===== src/rtl/word_tx_serializer_pkg.sv =====
// Shared debug package: FSM state encoding and sizing constants
// used by the word-to-byte serializer feeding the UART transmitter.
package word_tx_serializer_pkg;

   localparam int DBG_BYTE_WIDTH     = 8;
   localparam int DBG_NBITS          = 32;
   localparam int DBG_BYTES_PER_WORD = DBG_NBITS / 8;

   typedef enum logic [1:0] {
      ST_IDLE = 2'd0,
      ST_SEND = 2'd1,
      ST_WAIT = 2'd2,
      ST_DONE = 2'd3
   } tx_state_e;

   function automatic int bytes_per_word(input int nbits);
      return nbits / 8;
   endfunction

endpackage


===== src/rtl/word_tx_serializer.sv =====
// Splits an NBITS word into bytes (LSB first) for a UART transmitter.
// Define WORD_TX_CHECKSUM_EN to append an XOR checksum byte.
module word_tx_serializer
   import word_tx_serializer_pkg::*;
#(
   parameter int NBITS      = DBG_NBITS,
   parameter int BYTE_WIDTH = DBG_BYTE_WIDTH
) (
   input  logic                  clk,
   input  logic                  rst,
   input  logic                  tx_start,
   input  logic [NBITS-1:0]      tx_Data,
   input  logic                  byte_done,
   output logic [BYTE_WIDTH-1:0] byte_Data,
   output logic                  byte_start,
   output logic                  tx_done,
   output logic                  busy
);

   localparam int NBYTES = bytes_per_word(NBITS);
`ifdef WORD_TX_CHECKSUM_EN
   localparam int TOTAL  = NBYTES + 1;
`else
   localparam int TOTAL  = NBYTES;
`endif
   localparam int IW     = $clog2(TOTAL + 1);

   tx_state_e             r_state;
   tx_state_e             w_next;
   logic [NBITS-1:0]      r_shift;
   logic [IW-1:0]         r_idx;
   logic [BYTE_WIDTH-1:0] r_byte;
   logic [IW-1:0]         w_nidx;
   logic [BYTE_WIDTH-1:0] w_data_byte;
   logic [BYTE_WIDTH-1:0] w_nbyte;
   logic                  w_last;
   logic                  w_load;
   logic                  w_adv;

   assign w_last = (r_idx == IW'(TOTAL - 1));
   assign w_load = (r_state == ST_IDLE) && tx_start;
   assign w_adv  = (r_state == ST_WAIT) && byte_done && !w_last;
   assign w_nidx = r_idx + IW'(1);

   // Past the last data byte the shift yields zero
   assign w_data_byte =
      BYTE_WIDTH'(r_shift >> (BYTE_WIDTH * int'(w_nidx)));

`ifdef WORD_TX_CHECKSUM_EN
   logic [BYTE_WIDTH-1:0] r_csum;

   always_ff @(posedge clk) begin
      if (rst) begin
         r_csum <= '0;
      end else if (w_load) begin
         r_csum <= tx_Data[BYTE_WIDTH-1:0];
      end else if (w_adv) begin
         r_csum <= r_csum ^ w_data_byte;
      end
   end

   assign w_nbyte = (w_nidx == IW'(NBYTES)) ? r_csum : w_data_byte;
`else
   assign w_nbyte = w_data_byte;
`endif

   always_ff @(posedge clk) begin
      if (rst) begin
         r_state <= ST_IDLE;
      end else begin
         r_state <= w_next;
      end
   end

   always_comb begin
      w_next = r_state;
      case (r_state)
         ST_IDLE: if (tx_start)  w_next = ST_SEND;
         ST_SEND:                w_next = ST_WAIT;
         ST_WAIT: if (byte_done) w_next = w_last ? ST_DONE : ST_SEND;
         ST_DONE:                w_next = ST_IDLE;
         default:                w_next = ST_IDLE;
      endcase
   end

   always_comb begin
      byte_start = 1'b0;
      tx_done    = 1'b0;
      busy       = 1'b1;
      case (r_state)
         ST_IDLE: busy       = 1'b0;
         ST_SEND: byte_start = 1'b1;
         ST_DONE: tx_done    = 1'b1;
         default: ;
      endcase
   end

   always_ff @(posedge clk) begin
      if (rst) begin
         r_shift <= '0;
         r_idx   <= '0;
         r_byte  <= '0;
      end else if (w_load) begin
         r_shift <= tx_Data;
         r_idx   <= '0;
         r_byte  <= tx_Data[BYTE_WIDTH-1:0];
      end else if (w_adv) begin
         r_idx   <= w_nidx;
         r_byte  <= w_nbyte;
      end
   end

   assign byte_Data = r_byte;

endmodule

===== config.mk =====
export PLATFORM = sky130hd
export DESIGN_NAME = word_tx_serializer
export DESIGN_NICKNAME = d
export VERILOG_FILES = /design/src/rtl/word_tx_serializer_pkg.sv /design/src/rtl/word_tx_serializer.sv
export SDC_FILE = /design/constraint.sdc
export NUM_CORES = 1
export LEC_CHECK = 0
export CORE_MARGIN = 2
export CORE_UTILIZATION = 48
export CTS_CLUSTER_SIZE = 25
export DETAILED_ROUTE_END_ITERATION = 6
export PLACE_DENSITY = 0.77
export RECOVER_POWER = 50
export SLEW_MARGIN = 20
export SYNTH_ARGS = -nofsm -noshare
export SYNTH_HDL_FRONTEND = slang
export SYNTH_SLANG_ARGS = --single-unit

===== constraint.sdc =====
create_clock -name clk -period 2.33 [get_ports clk]
set_clock_uncertainty 0.15 [all_clocks]
set_input_delay 0.699 -clock clk [delete_from_list [all_inputs] [get_ports clk]]
set_output_delay 0.699 -clock clk [all_outputs]
set_load 0.1 [all_outputs]

==> reports/results.md <==
* sky130_fd_sc_hd__dlygate4sd3_1 — slowest CP cell
* 45 — CTS sink cnt
* 900.9 um^2 — Storage cell area
* 2350 ps — Worst EP required
* 80 ps — clock slew at reported path FFs
* 0 — remaining routing DRC violations
* 0 — maxcap violations
* 46.81% — part of the Yosys area used for sequential elements
* 0.003914 mm^2 — placeable core region
* 33.1% — clock power share
* 0.4621 mV — VDD IR-drop max
* 0.004531 mm^2 — Die ar.
* 20.0% — proportion of power drawn by combinational gates
* sky130_fd_sc_hd__nand2_1, sky130_fd_sc_hd__dfxtp_1, sky130_fd_sc_hd__clkdlybuf4s50_1 — commonest non-fill, non-tap cells in the layout
* 468.4 MHz — maximum frequency from static timing analysis
* 715.2 mW/mm^2 — power per standard cell area
* 0 — final setup fails
* 1612 — Vias
* 21.47% — overall track demand over capacity in global routing
* 0.4986 mW — net switching power
* 0 — Synth warnings
* 610 ps — longest individual stage delay on the worst path
* 3.018 mm — DP Wirelength
* 1491 — via count of the first global-routing pass
* 2 — # H-tree levels
* 0 — number of buffers added to fix hold violations after cts
* 304 — filler-free cell count of the finished design
* 36 — maximum fanout along the worst path
* 0 — total count of hold-check failures in the final report
* dlygate4sd3_1 -> clkbuf_1 -> clkbuf_4 -> nor3_1 — worst path cell trace
* 0 — Antenna diodes
* 16.54% — layout cells sized above 1
* 26 — number of distinct library cells after synthesis
* 0 — number of max-slew violations in the final report
* 5.303 — number of vias per cell after detailed routing
* 7.189 mm — first-pass GRT wire length
* 37 — largest net degree at the start of global routing
* 23 — number of rows in the core area
* 116 — detailed router's first-iteration violation count
* 46.9% — part of the total power dissipated in sequential elements
* 0 — setup fix buffers added after clock tree synthesis
* 1.008 nW — LEAKAGE
* 0 — remaining number of nets flagged by the antenna check after routing
* 290 ps — Skew-Pair Late Insertion Delay
* 4.261 mm — total wire length after detailed routing
* 242 — Synth Net Count
* flip-flop — endpoint kind of the worst setup timing path
* 305.8 ps — worst hold slack
* 910.9 um^2 — total area of multi-input combinational cells
* 9.433 um^2 — Avg Cell Area, Syn
* 49.17% — initial core utilization
* 0 — remaining global-route overflow
* 2135 ps — Period minus WS final
* input pin — crit start category
* 0.7889 — GPL Wtd Cong
* 0 — number of gates given a new drive strength after cts
* 332 — Fillers
* 67.32 um — Die Ht
* 5 — CTS Buf Count
* 291 — final net count
* 1.814 mW — PnR Total Power
* 47 — I/O pin total
* no — RSZ-0062 raised after global routing
* 31.79% — area added between synthesis and finish
* 2 — buffer levels on the longest clock path
* 63.13% — Slew HR
* reg2reg — Hold WC Path Type
* built — CTS tree
* 0.001924 mm^2 — area of the mapped netlist
* 27.49% — fraction of power spent switching nets
* 67.32 um — horizontal die dimension
* 296 — number of placed instances, taps included
* 555.5 ps — transition time of the tightest slew-check pin
* 45 — post-synthesis sequential element count
* in2reg — Crit Path Class
* 204 — cell count after synthesis
* 2150 ps — endpoint arrival time on the critical path
* 46 — IO Port Bufs
* 14.02 um — routed length per instance
* completed — outcome
* sky130_fd_sc_hd__nand2_1 — commonest non-fill, non-tap cell in the layout
* 0 — number of antenna violations at the first check in global routing
* sky130_fd_sc_hd__clkbuf_8 — Clock Root Buffer
* 4 — length of the first detailed-routing pass in iterations
* 91.62% — fraction of the cycle the final worst path needs
* 1.315 mW — P_int
==> through the flow <==
stage	instance area [um^2]	utilization [%]	TNS (ps)	setup WS (ps)
6_report	2536	64.80	0	195.2
5_1_grt	2536	64.80	0	110.2
3_3_place_gp	2562	65.47	-535.2	-36.68
2_1_floorplan	1927	-	0	167.2
4_1_cts	2679	68.45	0	233.3
3_5_place_dp	2562	65.47	-920.8	-52.81
==> synth_stat cells (all sizes together) <==
cell | number | share of area, %
mux4 | 8 | 9.4
a221o | 8 | 4.2
or2 | 1 | 0.33
a2111oi | 1 | 0.78
mux2i | 2 | 1.0
and2 | 1 | 0.33
nand2 | 64 | 12
dfxtp | 45 | 47
nand2b | 1 | 0.33
buf | 10 | 4.5
clkbuf | 5 | 0.98
nor3 | 4 | 1.3
or3b | 1 | 0.46
and4bb | 1 | 0.65
inv | 1 | 0.19
nor2b | 3 | 0.98
ha | 2 | 1.3
a21oi | 33 | 8.6
nor3b | 1 | 0.98
and3 | 8 | 2.6
nor2 | 3 | 1.4
xnor2 | 1 | 0.46
==> routing by layer <==
metal | vias up | GRT usage, % | routed length, um
li1 | 802 | - | -
met2 | 57 | 34.65 | 2111
met5 | - | 0 | 0
met1 | 749 | 28.72 | 1881
met3 | 4 | 4.667 | 231
met4 | 0 | 6.888 | 36
==> flip-flops by register name, summed over array words and instances, names as in the netlist <==
name / cells
r_idx: 3
r_state: 2
r_shift: 32
byte_Data: 8
==> kinds of logic (layout without fill, tap and decap cells) <==
| logic type | Yosys count | after routing | synth area share, % |
|---|---|---|---|
| AOI/OAI and AO/OA | 42 | 42 | 13.52 |
| muxes | 10 | 10 | 10.40 |
| adders and majority gates | 2 | 2 | 1.300 |
| and+or+nand+nor | 88 | 88 | 21.85 |
| buffers and inverters | 16 | 66 | 5.656 |
| DFF | 45 | 45 | 46.81 |
| xor gates and xnor gates | 1 | 1 | 0.4552 |
==> final timing paths <==
kind	startpoint	end	slack, ps	depth (start not counted)
min	r_shift[11]	r_shift[11]	310	2
min reg2reg	r_shift[11]	r_shift[11]	310	2
max reg2reg	r_idx[0]	byte_Data[2]	290	5
max	rst	r_idx[0]	200	4
==> critical path, delay by kind of cell <==
kind,cells,cell delay (ps)
buffers and inverters,3,1320
AND/OR/NAND/NOR,1,120
==> power groups by stage <==
stage	Sequential, mW	Clock, mW	Combinational (mW)
floorplan	0.931	0	0.173
global placement	0.870	0	0.393
detailed placement	0.873	0	0.399
CTS	0.855	0.614	0.401
global route	0.856	0.649	0.390
finish	0.850	0.601	0.362
==> layout make-up <==
class	instances	area share [%]
inverters	1	0.1480
multi-input cells	143	35.92
repair buffers	57	21.36
clock inverters	1	1.184
clock buffers	7	3.404
flip-flops and latches	45	35.52
well taps	50	2.467
Power figures use the tool's default switching activity.
